File: config.mk
export PLATFORM = sky130hd
export DESIGN_NAME = cdc_toggle_rx_flat
export DESIGN_NICKNAME = d
export VERILOG_FILES = /design/src/rtl/cdc_pkg.sv /design/src/rtl/cdc_toggle_rx_if.sv /design/src/rtl/sync_n_DFF.sv /design/src/rtl/cdc_toggle_rx.sv /design/src/flat_wrapper.sv
export SDC_FILE = /design/constraint.sdc
export NUM_CORES = 1
export LEC_CHECK = 0
export ABC_AREA = 1
export BUFFER_PORTS_ARGS = -buffer_cell sky130_fd_sc_hd__buf_2
export CORE_MARGIN = 10
export CORE_UTILIZATION = 30
export CTS_CLUSTER_SIZE = 24
export DETAILED_ROUTE_END_ITERATION = 7
export GPL_ROUTABILITY_DRIVEN = 0
export GPL_TIMING_DRIVEN = 0
export HOLD_SLACK_MARGIN = 0.12
export PLACE_DENSITY = 0.52
export SETUP_SLACK_MARGIN = 0.2
export SYNTH_ARGS = -nofsm -noshare
export SYNTH_HDL_FRONTEND = slang
export SYNTH_SLANG_ARGS = --single-unit
File: constraint.sdc
create_clock -name clk -period 3.4 [get_ports clk]
set_input_delay 0.68 -clock clk [delete_from_list [all_inputs] [get_ports clk]]
set_output_delay 0.68 -clock clk [all_outputs]
set_load 0.03 [all_outputs]
File: src/rtl/cdc_pkg.sv
// Shared types and default widths for the toggle-handshake CDC receiver.
package cdc_pkg;

    localparam int unsigned CDC_DATA_W = 8;
    localparam int unsigned CDC_CNT_W  = 16;

    typedef enum logic {
        IDLE  = 1'b0,
        VALID = 1'b1
    } cdc_rx_state_t;

endpackage

File: src/rtl/cdc_toggle_rx_if.sv
// Bundle of source-side toggle/data signals and local valid/ready output signals.
interface cdc_toggle_rx_if #(
    parameter int unsigned N  = cdc_pkg::CDC_DATA_W,
    parameter int unsigned CW = cdc_pkg::CDC_CNT_W
);

    logic          req_tgl_async;
    logic [N-1:0]  data_async;
    logic          ack_tgl;
    logic [N-1:0]  out_data;
    logic          out_valid;
    logic          out_ready;
    logic [CW-1:0] xfer_cnt;
    logic          proto_err;

    // Source and consumer side: drives request, data and ready.
    modport master (
        output req_tgl_async,
        output data_async,
        output out_ready,
        input  ack_tgl,
        input  out_data,
        input  out_valid,
        input  xfer_cnt,
        input  proto_err
    );

    // Receiver side.
    modport slave (
        input  req_tgl_async,
        input  data_async,
        input  out_ready,
        output ack_tgl,
        output out_data,
        output out_valid,
        output xfer_cnt,
        output proto_err
    );

endinterface

File: src/rtl/sync_n_DFF.sv
// Multi-stage flip-flop synchronizer with asynchronous active-low clear.
module sync_n_DFF #(
    parameter int unsigned W      = 1,
    parameter int unsigned STAGES = 2
) (
    input  logic         clk,
    input  logic         rst_n,
    input  logic [W-1:0] d_i,
    output logic [W-1:0] q_o
);

    logic [STAGES-1:0][W-1:0] sync_q;

    // Shift the asynchronous input through the synchronizer chain.
    always_ff @(posedge clk or negedge rst_n) begin
        if (!rst_n) begin
            sync_q <= '0;
        end else begin
            sync_q[0] <= d_i;
            for (int unsigned i = 1; i < STAGES; i++) begin
                sync_q[i] <= sync_q[i-1];
            end
        end
    end

    assign q_o = sync_q[STAGES-1];

endmodule

File: src/rtl/cdc_toggle_rx.sv
// Receive side of a two-phase bundled-data CDC: sync request toggle,
// capture held data, offer it on valid/ready, return ack toggle.
module cdc_toggle_rx
    import cdc_pkg::*;
#(
    parameter int unsigned N  = CDC_DATA_W,
    parameter int unsigned CW = CDC_CNT_W
) (
    input  logic              clk,
    input  logic              rst,
    cdc_toggle_rx_if.slave    bus
);

    cdc_rx_state_t state_q;
    logic          req_s;
    logic          req_seen_q;
    logic          ack_q;
    logic [N-1:0]  data_q;
    logic          valid_q;
    logic [CW-1:0] cnt_q;
    logic          err_q;
    logic          new_req_c;

    // Request toggle enters the local domain through two flops.
    sync_n_DFF #(.W(1), .STAGES(2)) u_req_sync (
        .clk   (clk),
        .rst_n (rst),
        .d_i   (bus.req_tgl_async),
        .q_o   (req_s)
    );

    assign new_req_c = (req_s != req_seen_q);

    // Handshake FSM; data bus is sampled only when a new request is taken in IDLE.
    always_ff @(posedge clk or negedge rst) begin
        if (!rst) begin
            state_q    <= IDLE;
            req_seen_q <= 1'b0;
            ack_q      <= 1'b0;
            data_q     <= '0;
            valid_q    <= 1'b0;
            cnt_q      <= '0;
            err_q      <= 1'b0;
        end else begin
            case (state_q)
                IDLE: begin
                    if (new_req_c) begin
                        data_q     <= bus.data_async;
                        req_seen_q <= req_s;
                        valid_q    <= 1'b1;
                        state_q    <= VALID;
                    end
                end
                VALID: begin
                    // Extra toggle stays pending in req_s and is served after this word.
                    if (new_req_c) begin
                        err_q <= 1'b1;
                    end
                    if (bus.out_ready) begin
                        valid_q <= 1'b0;
                        ack_q   <= ~ack_q;
                        cnt_q   <= cnt_q + CW'(1);
                        state_q <= IDLE;
                    end
                end
            endcase
        end
    end

    assign bus.ack_tgl   = ack_q;
    assign bus.out_data  = data_q;
    assign bus.out_valid = valid_q;
    assign bus.xfer_cnt  = cnt_q;
    assign bus.proto_err = err_q;

endmodule

File: src/flat_wrapper.sv
// flat-port wrapper written by rule: the top's interface ports become plain ports
module cdc_toggle_rx_flat import cdc_pkg::*;
#(
    parameter int unsigned N  = CDC_DATA_W,
    parameter int unsigned CW = CDC_CNT_W
)
  (clk, rst, bus_req_tgl_async, bus_data_async, bus_out_ready, bus_ack_tgl, bus_out_data, bus_out_valid, bus_xfer_cnt, bus_proto_err);
  cdc_toggle_rx_if #(.N(N), .CW(CW)) bus_i ();
  input  logic clk;
  input  logic rst;
  input wire logic [$bits(bus_i.req_tgl_async)-1:0] bus_req_tgl_async;
  input wire logic [$bits(bus_i.data_async)-1:0] bus_data_async;
  input wire logic [$bits(bus_i.out_ready)-1:0] bus_out_ready;
  output wire logic [$bits(bus_i.ack_tgl)-1:0] bus_ack_tgl;
  output wire logic [$bits(bus_i.out_data)-1:0] bus_out_data;
  output wire logic [$bits(bus_i.out_valid)-1:0] bus_out_valid;
  output wire logic [$bits(bus_i.xfer_cnt)-1:0] bus_xfer_cnt;
  output wire logic [$bits(bus_i.proto_err)-1:0] bus_proto_err;
  assign bus_i.req_tgl_async = bus_req_tgl_async;
  assign bus_i.data_async = bus_data_async;
  assign bus_i.out_ready = bus_out_ready;
  assign bus_ack_tgl = bus_i.ack_tgl;
  assign bus_out_data = bus_i.out_data;
  assign bus_out_valid = bus_i.out_valid;
  assign bus_xfer_cnt = bus_i.xfer_cnt;
  assign bus_proto_err = bus_i.proto_err;
  cdc_toggle_rx #(.N(N), .CW(CW)) u_core (.clk(clk), .rst(rst), .bus(bus_i));
endmodule
==> results.md <==
* Status: finished, final reports clean
* DRC violations left at 0
* Synth-to-Final Area Change at 26.9%
* Crit start category: flip-flop
* Via/cell ratio at 4.31
* Mapped Avg Cell Area at 9.16 µm²
* Hold Path Depth at 0
* Final non-filler cell area at 1760 µm²
* Critical Path AT at between 0.9 and 1 ns
* CTS Buf Count at 5
* RR Startpoint: u_core.req_seen_q$_DFFE_PN0P_
* Core Rows at 24
* Drt wl/cell at between 10 and 15 µm
* Htree depth at 2
* Commonest cells in the netlist: nand2_1, dfrtp_1, inv_1
* Worst skew pair latency at 0.29 ns
* Vias post-DR at about 1100
* Worst R2R Path Depth at 6
* Combinational share of power at 36.0%
* Starting Density at 31.3%
* Drt total wl at 3.13 mm
* Root buf cell: clkbuf_8
* Cell family contributing the most delay on the critical path: flip-flops
* Syn nets at 164
* Asr flop ratio synth at 100%
* Dpl hpwl at 2.32 mm
* NetSw at around 0.60 mW
* Worst Hold Class: reg2reg
* Worst stage delay on the critical path at 0.45 ns
* Longest Clk Path Bufs at 2
* Initial antenna violation count at 0
* Clk slew on worst S/H paths at roughly 0.070 ns
* Final-report hold violation count at 0
* Top cells by area, synth: dfrtp_1, nand2_1, xnor2_1
* Slew Limit Fails at 0
* DR pass1 iterations at 4
* Worst Path Buf+Inv at 1
* Placed cells at between 200 and 250
* Internal power at 0.864 mW
* Synth Register Bits at 31
* Post-synthesis sequential area ratio at 56.1%
* Overflow after GRT at 0
* Fin crit share at 48.6%
* Die Area at 7730 µm²
* Hold_buf cts at 0
* Worst setup EP type: output pin
* Fill cells at 447
* Worst path required time at 2.72 ns
* Initial DRC count at just over 40
* Ports at 39
* Setup TNS Final at 0 ns
* Reg-to-Reg End: u_core.bus.out_data[7]$_DFFE_PN0P_
* Antenna cells at 0
* Fmax at 605 MHz
* Yosys Warn Count at 0
* Worst-path cell chain: buf_2
* Worst Skew at roughly 0.009 ns
* Setup Buffers After CTS at 0
* Non-Filler Instances at roughly 250
* Largest net degree at the start of global routing at 32
* Die Span Y at 87.9 µm
* Die width at 87.9 µm
* Nets at approximately 210
* Synth cell types at 20
* Internal reg-to-reg setup slack at 2.07 ns
* First-pass GRT wire length at roughly 5.4 mm
* Synth top area share at 56.1%
* Port bufs at 38
* WS Path Type: reg2out
* CP max-delay cell: dfrtp_1
* Sw Share at 41.0%
* Post-Syn Area at around 1400 µm²
* Hold path endpoint: u_core.u_req_sync.q_o$_DFF_PN0_
* Sink Count at 31
* Main synth FF type: dfrtp_1
* Minimum clock period at 1.65 ns
* GRT Overall Usage at 9.13%
* Post-route ant nets at 0
* Cells after Synth at 151
* Area after DPL at 1640 µm²
* Most frequent cell after synthesis: nand2_1
* Slew @ Worst Pin at 0.698 ns
* Rel. slew slack at roughly 53%
* MaxCap Viol Count at 0
* Placeable Area at ~4400 µm²
* VDD IR max at 304 µV
* EDFF count, synth at 0
* Vias in the first global route at 1141
* Hold path start: u_core.u_req_sync.sync_q[0]$_DFF_PN0_
* Flop pwr share at a little under two fifths
* Proportion of layout cells with a drive suffix above 1 at 29.4%
* Leakage power at 0.950 nW
* Clock power share at 25.7%
* Worst-path maximum fanout at 5
* Pwr per Cell Area at about 830 nW/µm²
* RSZ-0062 raised after global routing: no
* CTS tree: done
* Final setup violating endpoints at 0
* Post-cts resize count at 0
* Area leader, netlist: dfrtp_1
[logic make-up (layout without fill, tap and decap cells)]
group / after synthesis / after routing / share of synthesized area [%]
flops: 31 / 31 / 56.1
simple gates: 89 / 89 / 30.2
buf+inv: 15 / 61 / 4.07
fa+ha+maj: 1 / 1 / 0.904
compound gates: 4 / 4 / 1.81
xor+xnor: 11 / 11 / 6.96
[metal layers]
metal	GRT usage, %	up-vias	wire length, µm
li1	-	558	-
met1	9.54	476	1270
met2	14.1	32	1440
met3	4.36	6	326
met4	6.67	0	86
met5	0	-	0
[cell type report]
class / instances / area, µm² / area share, %
tap: 52 / 65.1 / 3.70
sequential: 31 / 776 / 44.2
timing repair buffer: 38 / 190 / 10.8
clock buffer: 6 / 82.6 / 4.70
clock inverter: 2 / 35.0 / 1.99
inverter: 15 / 56.3 / 3.21
multi-input combinational: 105 / 552 / 31.4
[registers in the layout (all words and copies together) (netlist names)]
| signal | flops |
|---|---|
| u_core.state_q | 1 |
| u_core.bus.xfer_cnt | 16 |
| u_core.bus.out_valid | 1 |
| u_core.req_seen_q | 1 |
| u_core.bus.out_data | 8 |
| u_core.u_req_sync.q_o | 1 |
| u_core.bus.proto_err | 1 |
| u_core.bus.ack_tgl | 1 |
| u_core.u_req_sync.sync_q | 1 |
[power by group through the flow]
| stage | Combinational [mW] | Sequential [mW] | Clock (mW) |
|---|---|---|---|
| after detailed placement | 0.539 | 0.568 | 0 |
| final | 0.526 | 0.561 | 0.376 |
| after CTS | 0.541 | 0.562 | 0.389 |
| after floorplan | 0.192 | 0.742 | 0 |
| after global routing | 0.582 | 0.582 | 0.403 |
| after global placement | 0.537 | 0.564 | 0 |
[cell usage in the layout, fill, tap and decap left out, types with 2 or more instances in the layout]
cell,netlist,final
buf_2,0,38
clkbuf_8,0,6
dfrtp_1,31,31
inv_1,13,13
inv_2,2,2
nand2_1,58,58
nand2_4,2,2
nand3_1,8,8
nand4_1,4,4
nor2_1,9,9
nor2_2,2,2
nor2_4,3,3
xnor2_1,6,6
xor2_1,5,5
[worst max path at each step]
stage	slack, ns	cells past startpoint	from	to
2_1_floorplan	1.99	5	u_core.bus.xfer_cnt[0]$_DFFE_PN0P_	u_core.bus.xfer_cnt[8]$_DFFE_PN0P_
6_report	1.75	1	u_core.bus.xfer_cnt[10]$_DFFE_PN0P_	bus_xfer_cnt[10]
3_3_place_gp	1.88	8	bus_out_ready	u_core.bus.xfer_cnt[14]$_DFFE_PN0P_
5_1_grt	1.69	1	u_core.bus.xfer_cnt[10]$_DFFE_PN0P_	bus_xfer_cnt[10]
3_5_place_dp	1.87	8	bus_out_ready	u_core.bus.xfer_cnt[14]$_DFFE_PN0P_
4_1_cts	1.73	1	u_core.bus.xfer_cnt[10]$_DFFE_PN0P_	bus_xfer_cnt[10]
[per-stage QoR]
stage               power [mW]  setup slack (ns)  hold slack (ns)  util [%]
floorplan                0.934              1.99            0.331         -
global placement          1.10              1.88            0.334      37.1
detailed placement        1.11              1.87            0.337      37.1
CTS                       1.49              1.73            0.353      39.8
global route              1.57              1.69            0.371      39.8
finish                    1.46              1.75            0.350      39.8
No activity file was read; power rests on OpenSTA's default activity.
